### src/rtl/bram_log_ctrl_if.sv
// Bus between the log controller (master) and the single-port BRAM (slave).
//   o_bram_addr     word address
//   o_chipselect_n  active-low chip select
//   o_write_n       active-low write strobe (qualified by chip select)
//   o_read_n        active-low read strobe (qualified by chip select)
//   o_bram_data_in  write data
//   i_bram_data_out read data, one cycle after a read strobe, held otherwise
interface bram_log_ctrl_if #(
  parameter int ADDR_WIDTH = 15,
  parameter int DATA_WIDTH = 16
);
  logic [ADDR_WIDTH-1:0] o_bram_addr;
  logic                  o_chipselect_n;
  logic                  o_write_n;
  logic                  o_read_n;
  logic [DATA_WIDTH-1:0] o_bram_data_in;
  logic [DATA_WIDTH-1:0] i_bram_data_out;

  modport master (
    output o_bram_addr, o_chipselect_n, o_write_n, o_read_n, o_bram_data_in,
    input  i_bram_data_out
  );

  modport slave (
    input  o_bram_addr, o_chipselect_n, o_write_n, o_read_n, o_bram_data_in,
    output i_bram_data_out
  );
endinterface

### src/rtl/bram_log_ctrl.sv
// Sample logger in front of a single-port BRAM.
// Captures valid samples from address 0 upward until the BRAM is full or a
// stop pulse arrives, then streams the stored words out over valid/ready.
// Ports:
//   clk, rst_n                 clock, asynchronous active-low reset
//   i_log_start / i_log_stop   start a capture at address 0 / end it early
//   i_sample, i_sample_valid   sample stream (no backpressure)
//   i_rd_start                 start readout from address 0
//   o_rd_data, o_rd_valid,
//   i_rd_ready                 readout stream (o_rd_data is 0 when not valid)
//   o_busy                     controller not idle
//   o_full, o_log_count        result of the last capture
//   bram                       BRAM bus (master side)
module bram_log_ctrl #(
  parameter int BRAM_ADDR_WIDTH = 15,
  parameter int BRAM_DATA_WIDTH = 16
) (
  input  logic                       clk,
  input  logic                       rst_n,
  input  logic                       i_log_start,
  input  logic                       i_log_stop,
  input  logic [BRAM_DATA_WIDTH-1:0] i_sample,
  input  logic                       i_sample_valid,
  input  logic                       i_rd_start,
  output logic [BRAM_DATA_WIDTH-1:0] o_rd_data,
  output logic                       o_rd_valid,
  input  logic                       i_rd_ready,
  output logic                       o_busy,
  output logic                       o_full,
  output logic [BRAM_ADDR_WIDTH:0]   o_log_count,
  bram_log_ctrl_if.master            bram
);

  localparam int CNT_W = BRAM_ADDR_WIDTH + 1;
  localparam logic [BRAM_ADDR_WIDTH-1:0] LAST_ADDR = '1;
  localparam logic [BRAM_ADDR_WIDTH-1:0] ADDR_ONE  = 1;
  localparam logic [CNT_W-1:0]           CNT_ONE   = 1;

  typedef enum logic [1:0] {IDLE, LOG, RD_ISSUE, RD_DATA} state_t;

  state_t                     state;
  logic [BRAM_ADDR_WIDTH-1:0] wr_ptr;
  logic [BRAM_ADDR_WIDTH-1:0] rd_ptr;

  // NOTE: every register here is updated with <= so all branches see the
  // values from before the edge; mixing in blocking assignments would make
  // the result depend on statement order.
  always_ff @(posedge clk or negedge rst_n) begin
    if (!rst_n) begin
      state               <= IDLE;
      wr_ptr              <= '0;
      rd_ptr              <= '0;
      o_log_count         <= '0;
      o_full              <= 1'b0;
      o_busy              <= 1'b0;
      o_rd_valid          <= 1'b0;
      bram.o_chipselect_n <= 1'b1;
      bram.o_write_n      <= 1'b1;
      bram.o_read_n       <= 1'b1;
      bram.o_bram_addr    <= '0;
      bram.o_bram_data_in <= '0;
    end else begin
      // Strobes are single-cycle: released unless a branch below re-issues them.
      bram.o_chipselect_n <= 1'b1;
      bram.o_write_n      <= 1'b1;
      bram.o_read_n       <= 1'b1;

      case (state)
        IDLE: begin
          if (i_log_start) begin
            wr_ptr      <= '0;
            o_log_count <= '0;
            o_full      <= 1'b0;
            o_busy      <= 1'b1;
            state       <= LOG;
          end else if (i_rd_start && (o_log_count != '0)) begin
            // Issue the first read on the transition so the strobe is
            // visible during the RD_ISSUE cycle itself.
            rd_ptr              <= '0;
            bram.o_chipselect_n <= 1'b0;
            bram.o_read_n       <= 1'b0;
            bram.o_bram_addr    <= '0;
            o_busy              <= 1'b1;
            state               <= RD_ISSUE;
          end
        end

        LOG: begin
          if (i_sample_valid) begin
            bram.o_chipselect_n <= 1'b0;
            bram.o_write_n      <= 1'b0;
            bram.o_bram_addr    <= wr_ptr;
            bram.o_bram_data_in <= i_sample;
            o_log_count         <= o_log_count + CNT_ONE;
            if (wr_ptr == LAST_ADDR) begin
              // Last word: stop here rather than wrap onto address 0.
              o_full <= 1'b1;
              o_busy <= 1'b0;
              state  <= IDLE;
            end else begin
              wr_ptr <= wr_ptr + ADDR_ONE;
            end
          end
          if (i_log_stop) begin
            o_busy <= 1'b0;
            state  <= IDLE;
          end
        end

        RD_ISSUE: begin
          // The BRAM registers its output at the end of this cycle.
          o_rd_valid <= 1'b1;
          state      <= RD_DATA;
        end

        RD_DATA: begin
          if (i_rd_ready) begin
            o_rd_valid <= 1'b0;
            if ({1'b0, rd_ptr} == (o_log_count - CNT_ONE)) begin
              o_busy <= 1'b0;
              state  <= IDLE;
            end else begin
              rd_ptr              <= rd_ptr + ADDR_ONE;
              bram.o_chipselect_n <= 1'b0;
              bram.o_read_n       <= 1'b0;
              bram.o_bram_addr    <= rd_ptr + ADDR_ONE;
              state               <= RD_ISSUE;
            end
          end
        end

        default: state <= IDLE;
      endcase
    end
  end

  // The BRAM output register holds while no read is issued, so the word
  // stays stable for as long as the consumer stalls.
  assign o_rd_data = o_rd_valid ? bram.i_bram_data_out : '0;

endmodule
### src/flat_wrapper.sv
// flat-port wrapper written by rule: the top's interface ports become plain ports
module bram_log_ctrl_flat 
#(
  parameter int BRAM_ADDR_WIDTH = 15,
  parameter int BRAM_DATA_WIDTH = 16
)
  (clk, rst_n, i_log_start, i_log_stop, i_sample, i_sample_valid, i_rd_start, o_rd_data, o_rd_valid, i_rd_ready, o_busy, o_full, o_log_count, bram_o_bram_addr, bram_o_chipselect_n, bram_o_write_n, bram_o_read_n, bram_o_bram_data_in, bram_i_bram_data_out);
  bram_log_ctrl_if bram_i ();
  input  logic clk;
  input  logic rst_n;
  input  logic i_log_start;
  input  logic i_log_stop;
  input  logic [BRAM_DATA_WIDTH-1:0] i_sample;
  input  logic i_sample_valid;
  input  logic i_rd_start;
  output logic [BRAM_DATA_WIDTH-1:0] o_rd_data;
  output logic o_rd_valid;
  input  logic i_rd_ready;
  output logic o_busy;
  output logic o_full;
  output logic [BRAM_ADDR_WIDTH:0] o_log_count;
  output wire logic [$bits(bram_i.o_bram_addr)-1:0] bram_o_bram_addr;
  output wire logic [$bits(bram_i.o_chipselect_n)-1:0] bram_o_chipselect_n;
  output wire logic [$bits(bram_i.o_write_n)-1:0] bram_o_write_n;
  output wire logic [$bits(bram_i.o_read_n)-1:0] bram_o_read_n;
  output wire logic [$bits(bram_i.o_bram_data_in)-1:0] bram_o_bram_data_in;
  input wire logic [$bits(bram_i.i_bram_data_out)-1:0] bram_i_bram_data_out;
  assign bram_o_bram_addr = bram_i.o_bram_addr;
  assign bram_o_chipselect_n = bram_i.o_chipselect_n;
  assign bram_o_write_n = bram_i.o_write_n;
  assign bram_o_read_n = bram_i.o_read_n;
  assign bram_o_bram_data_in = bram_i.o_bram_data_in;
  assign bram_i.i_bram_data_out = bram_i_bram_data_out;
  bram_log_ctrl #(.BRAM_ADDR_WIDTH(BRAM_ADDR_WIDTH), .BRAM_DATA_WIDTH(BRAM_DATA_WIDTH)) u_core (.clk(clk), .rst_n(rst_n), .i_log_start(i_log_start), .i_log_stop(i_log_stop), .i_sample(i_sample), .i_sample_valid(i_sample_valid), .i_rd_start(i_rd_start), .o_rd_data(o_rd_data), .o_rd_valid(o_rd_valid), .i_rd_ready(i_rd_ready), .o_busy(o_busy), .o_full(o_full), .o_log_count(o_log_count), .bram(bram_i));
endmodule
### config.mk
export PLATFORM = sky130hd
export DESIGN_NAME = bram_log_ctrl_flat
export DESIGN_NICKNAME = d
export VERILOG_FILES = /design/src/rtl/bram_log_ctrl_if.sv /design/src/rtl/bram_log_ctrl.sv /design/src/flat_wrapper.sv
export SDC_FILE = /design/constraint.sdc
export NUM_CORES = 1
export LEC_CHECK = 0
export ABC_AREA = 1
export CAP_MARGIN = 20
export CORE_UTILIZATION = 25
export CTS_BUF_LIST = sky130_fd_sc_hd__clkbuf_2 sky130_fd_sc_hd__clkbuf_4 sky130_fd_sc_hd__clkbuf_8
export CTS_CLUSTER_SIZE = 24
export DETAILED_ROUTE_END_ITERATION = 12
export GPL_TIMING_DRIVEN = 0
export HOLD_SLACK_MARGIN = 0.1
export PLACE_DENSITY_LB_ADDON = 0.12
export REMOVE_ABC_BUFFERS = 1
export SLEW_MARGIN = 20
export SYNTH_ARGS = -nofsm -noshare
export SYNTH_HDL_FRONTEND = slang
export SYNTH_SLANG_ARGS = --single-unit
export TNS_END_PERCENT = 100
### constraint.sdc
create_clock -name clk -period 4.3 [get_ports clk]
set_clock_uncertainty 0.2 [all_clocks]
set_input_delay 0.43 -clock clk [delete_from_list [all_inputs] [get_ports clk]]
set_output_delay 0.43 -clock clk [all_outputs]
set_load 0.02 [all_outputs]
Word-level counts from Yosys, hierarchy flattened
Index checks and enable logic that the tools add are counted.

storage, ports and cells
  register bits after elaboration = 85
  bits of input ports = 39
  output and inout port bits = 69
  word-level logic and storage cells = 94

cells by class
  $add $sub $neg = 4
  equality and inequality tests = 17
  mux-type cells = 45
  reduce and logical (&&, ||, !) cells = 16

operator list
  cell                                                                     count
  15-bit two-way mux                                                       8
  15-bit case mux with 2 select lines                                      2
  16-bit two-way mux                                                       3
  15-bit case mux with 3 select lines                                      1
  16-bit case mux with 2 select lines                                      1
  15-bit by 1-bit adder with 15-bit output, second input constant          2
  1-bit two-way mux                                                        17
  16-bit by 1-bit adder with 16-bit output, second input constant          1
  15-bit by 16-bit equality test with 1-bit output                         1
  16-bit nonzero test                                                      1
  16-bit by 1-bit subtractor with 16-bit output, second input constant     1
  15-bit equality test, second input constant                              1
  2-bit two-way mux                                                        7
  2-bit inequality test, second input constant                             6
  4-bit AND reduction                                                      3
  6-bit AND reduction                                                      2
  2-bit case mux with 4 select lines                                       1
  2-bit by 1-bit inequality test with 1-bit output, second input constant  3
  3-bit by 2-bit inequality test with 1-bit output, second input constant  2
  1-bit case mux with 2 select lines                                       3
  1-bit case mux with 3 select lines                                       2
  2-bit nonzero test                                                       3
  5-bit AND reduction                                                      1
  2-bit equality test, second input constant                               2
  7 further kinds                                                          8

Logic depth before layout (Yosys ltp)
  depth in word-level cells = 5
  depth in mapped cells = 17
  depth with buffers taken out = 16

Worst setup path before layout
OpenSTA, ideal clock, no wires.

  kind = register to register
  start = register u_core.o_log_count[0]
  end = register u_core.bram.o_bram_addr[0]
  library setup time = 66 ps
  arrival = 2035 ps
  data required time = 4034 ps
  setup slack = 2000 ps
  stages on the path, launching flop included = 17
  buffers on the path = 1
  period minus slack after synthesis = 2300 ps
  path through = dfrtp_1 -> inv_1 -> ha_1 -> inv_1 -> nand2_1 -> nand3_1 -> nand2_1 -> nor2_1 -> nand2_1 -> nor2_1 -> nand3_2 -> nor2_4 -> nand2_1 -> nand4_2 -> buf_6 -> nand2_1 -> nand2_1

between the ends
  cells in the longest elaborated chain, start to end = 4

ends and longest elaborated chain
  item                                                                                                               line                                       RTL
  start, declared                                                                                                    bram_log_ctrl.sv:30                        output logic [BRAM_ADDR_WIDTH:0] o_log_count,
  start signal, assigned                                                                                             bram_log_ctrl.sv:94                        o_log_count <= o_log_count + CNT_ONE;
  16-bit by 1-bit subtractor with 16-bit output / 16-bit nonzero test (equally long branches)                        bram_log_ctrl.sv:119, bram_log_ctrl.sv:76
  15-bit by 16-bit equality test with 1-bit output / 1-bit logical AND (equally long branches)                       bram_log_ctrl.sv:119, bram_log_ctrl.sv:76
  2-bit inequality test (no source line) / 2-bit by 1-bit inequality test with 1-bit output (equally long branches)  -
  6-bit AND reduction (no source line) *                                                                             -
  end signal, assigned                                                                                               bram_log_ctrl.sv:92                        bram.o_bram_addr <= wr_ptr;
  end signal, assigned                                                                                               bram_log_ctrl.sv:126                       bram.o_bram_addr <= rd_ptr + ADDR_ONE;
  end, declared                                                                                                      bram_log_ctrl_if.sv:20                     output o_bram_addr, o_chipselect_n, o_write_n, o_read_n, o_bram_data_in,

Mark *: on every way between the ends. The rest lies on a longest branch, timed or not.
A chain may end at the register's enable or synchronous reset.

Worst setup path in the final report
  start = register u_core.state[1]
  end = register u_core.wr_ptr[11]

between the ends
  cells in the longest elaborated chain, start to end = 3

ends and longest elaborated chain
  item                                                                                      line                  RTL
  start, declared                                                                           bram_log_ctrl.sv:41   state_t state;
  start signal, assigned                                                                    bram_log_ctrl.sv:50   state <= IDLE;
  start signal, assigned                                                                    bram_log_ctrl.sv:75   state <= LOG;
  start signal, assigned                                                                    bram_log_ctrl.sv:84   state <= RD_ISSUE;
  2-bit by 1-bit equality test with 1-bit output / 2-bit zero test (equally long branches)  bram_log_ctrl.sv:68   case (state)
  2-bit inequality test (no source line) / 2-bit nonzero test (equally long branches)       -
  4-bit AND reduction (no source line)                                                      -
  end signal, assigned                                                                      bram_log_ctrl.sv:101  wr_ptr <= wr_ptr + ADDR_ONE;
  end, declared                                                                             bram_log_ctrl.sv:42   logic [BRAM_ADDR_WIDTH-1:0] wr_ptr;

Parallel ways exist; a longest one is shown, timed or not.

==> metrics.yaml <==
regToRegStartpoint: "u_core.state[1]$_DFFE_PN0P_"
synth-seq-cells: 85
dp_slack_ns: 0.0308
r2r_slack_ns: 0.83
cts_tree: "built"
crit_family: "simple AND/OR/NAND/NOR gates"
clkTransAtPathRegs_ns: 0.10
power_density_nw_per_um2: 544
vias: 4719
clockBufferDepth: 2
async_reset_ff_frac: 1.00
synth_area_per_cell_um2: 7.04
first_pass_iters: 6
p_leak_nw: 3.24
nFillCells: 2221
combPwrFrac: 0.533
groute.usage.overall: 0.144
synthTopCellsByCount: "252 x nand2_1, 87 x inv_1, 82 x dfrtp_1, 67 x nor2_1, 46 x nand3_1"
hold_class: "input pin to async pin"
crit_start: "u_core.state[1]$_DFFE_PN0P_"
swShare: 0.483
pwr-share-clk: 0.161
routed_wirelength_um: 14600
cts_sinks: 85
cp.arrival_ns: 3.55
hpwl_um: 10700
post-route-period-util: 0.807
p_int_mw: 1.87
post_cts_buffers: 0
cp_slowest_stage_delay_ns: 0.63
fin_nets: 873
port_buffers: 107
p_seq_frac: 0.306
syn-cell-area_um2: 5140
drt_iter0_markers: 271
regArea_um2: 2130
path_class: "register to register"
final_util: 0.329
ir_worst_vdd_v: 0.000242
yosys.area.top_type_share: 0.399
start_util: 0.255
end_kind: "register"
yosys-top-cells-area: "dfrtp_1 40%, nand2_1 18%, inv_1 6.4%"
rows: 52
status: "complete, no violations"
syn_to_final_growth_pct: 29.3
multi_input_area_um2: 2530
finalHoldViolations: 0
antenna_left: 0
worst_pin_slew_ns: 0.925
critPathLaunchType: "register"
setup_ws_ns: 0.828
ys.flop_type: "dfrtp_1"
required_ns: 4.38
cp_slowest_cell: "nor2_2"
grt_overflow: 0
die_w_um: 145
critPathBufInv: 3
layout-drive-gt1-share: 0.0518
setup_viol: 0
die_y_um: 145
numCtsBuffers: 9
r2r_cells: 12
drv_cap: 0
syn_inst: 730
grt_max_degree: 72
r2r_end: "u_core.wr_ptr[11]$_DFFE_PN0P_"
io_pins: 108
synth_cell_types: 44
slew_headroom: 0.382
slew_violations: 0
num_antenna_cells: 0
synth_top_area_cell: "dfrtp_1"
final.min_clock_period_ns: 3.47
cp-endpoint: "u_core.wr_ptr[11]$_DFFE_PN0P_"
hold_slack_ns: 0.236
clkLatencyLatePin_ns: 0.38
routedWlPerCell_um: 13.3
synth-warning-count: 0
grt_pass1_wl_um: 24200
seq_area_frac_synth: 0.415
cp_max_fo: 18
cts_root_buffer: "clkbuf_8"
grt_antenna_before_repair: 0
die_area_um2: 21100
grt_pass1_vias: 4660
drc: 0
synth_edf_count: 0
crit_chain: "inv_1 -> ha_1 -> nor2_2 -> clkinvlp_4 -> nand2_2 -> nand3_1 -> inv_1 -> nand3_1 -> nor2_1 -> nand2_1 -> nand2_1 -> nor2_1"
fmax_mhz: 288
rsz0062_at_grt: "no"
gp_congestion: 0.774
drt-vias-per-instance: 4.29
core_um2: 20200
cp.depth: 12
p_switching_mw: 1.75
htreeDepth: 3
synth_most_common_cell: "nand2_1"
## worst min path at each step
stage	endpoint	slack, ns	cells past startpoint
floorplan	u_core.bram.o_bram_addr[0]$_DFFE_PN0P_	-0.07	0
global placement	u_core.bram.o_bram_data_in[0]$_DFFE_PN0P_	0.26	2
detailed placement	u_core.o_log_count[3]$_DFFE_PN0P_	0.07	1
CTS	u_core.o_log_count[9]$_DFFE_PN0P_	0.23	2
global route	u_core.o_log_count[2]$_DFFE_PN0P_	0.24	2
finish	u_core.o_log_count[2]$_DFFE_PN0P_	0.24	2
## flip-flops by register name (all words and copies together) (netlist names)
name,flops
u_core.bram.o_read_n,1
u_core.o_full,1
u_core.o_busy,1
u_core.o_log_count,16
u_core.bram.o_bram_data_in,16
u_core.o_rd_valid,1
u_core.wr_ptr,15
u_core.bram.o_chipselect_n,1
u_core.state,2
u_core.rd_ptr,15
u_core.bram.o_write_n,1
u_core.bram.o_bram_addr,15
## stage by stage
| stage | total power, mW | TNS, ns | instance area (um2) | instances |
|---|---|---|---|---|
| 2_1_floorplan | 2.32 | 0 | 5000 | 705 |
| 6_report | 3.61 | 0 | 6650 | 1100 |
| 4_1_cts | 3.67 | 0 | 6640 | 1100 |
| 3_3_place_gp | 3.07 | -71.58 | 6410 | 1082 |
| 5_1_grt | 3.93 | 0 | 6650 | 1100 |
| 3_5_place_dp | 3.07 | 0 | 6440 | 1083 |
## cells by family after synthesis
group                    Yosys count  synth area share
AND/OR/NAND/NOR                  433             0.368
buffers and inverters            117            0.0940
flip-flops                        85             0.415
AO/OA/AOI/OAI                     77            0.0865
XOR/XNOR                           9            0.0153
adder cells (fa/ha/maj)            9            0.0219
## placed cells by master (no fill, tap or decap), drive strengths merged, types with 2 or more instances in the layout
cell / n
nor2: 73
clkinv: 5
nand3b: 10
nand4: 24
xor2: 5
o21ai: 30
a21oi: 33
dfstp: 3
o22ai: 2
nand2: 258
nor3: 16
dfrtp: 82
buf: 2
nand3: 47
ha: 9
clkinvlp: 2
nor3b: 2
clkdlybuf4s50: 106
clkbuf: 9
xnor2: 4
inv: 92
o21bai: 5
## routing by layer
layer	vias up	share of wire	track usage
met5	-	0	0
li1	2503	-	-
met4	0	0.0085	0.0347
met1	2154	0.51	0.198
met2	56	0.46	0.235
met3	6	0.024	0.0266
## worst register-to-register path: stages (launching register included)
cell	delay (ns)
dfrtp_1	0.41
inv_1	0.10
ha_1	0.37
nor2_2	0.63
clkinvlp_4	0.57
nand2_2	0.34
nand3_1	0.14
inv_1	0.11
nand3_1	0.09
nor2_1	0.22
nand2_1	0.08
nand2_1	0.06
nor2_1	0.06
## power groups by stage
stage | clock, mW | combinational, mW | sequential, mW
after floorplan | 0 | 1.07 | 1.25
after global placement | 0 | 1.95 | 1.12
after detailed placement | 0 | 1.95 | 1.12
after CTS | 0.609 | 1.96 | 1.11
after global routing | 0.641 | 2.15 | 1.14
final | 0.583 | 1.93 | 1.11
## repair_timing
item                                    4_1_cts  5_1_grt
resized for setup                             0        2
endpoints found under the setup margin        0        5
hold buffers                                  1        0
hold endpoints to repair                     82        0
## cell type report
type,instances,area share
well taps,270,0.0508
inverters,92,0.0525
flip-flops and latches,85,0.321
multi-input cells,528,0.380
clock inverters,7,0.0102
repair buffers,109,0.167
clock buffers,9,0.0186
No activity file was read; power rests on OpenSTA's default activity.
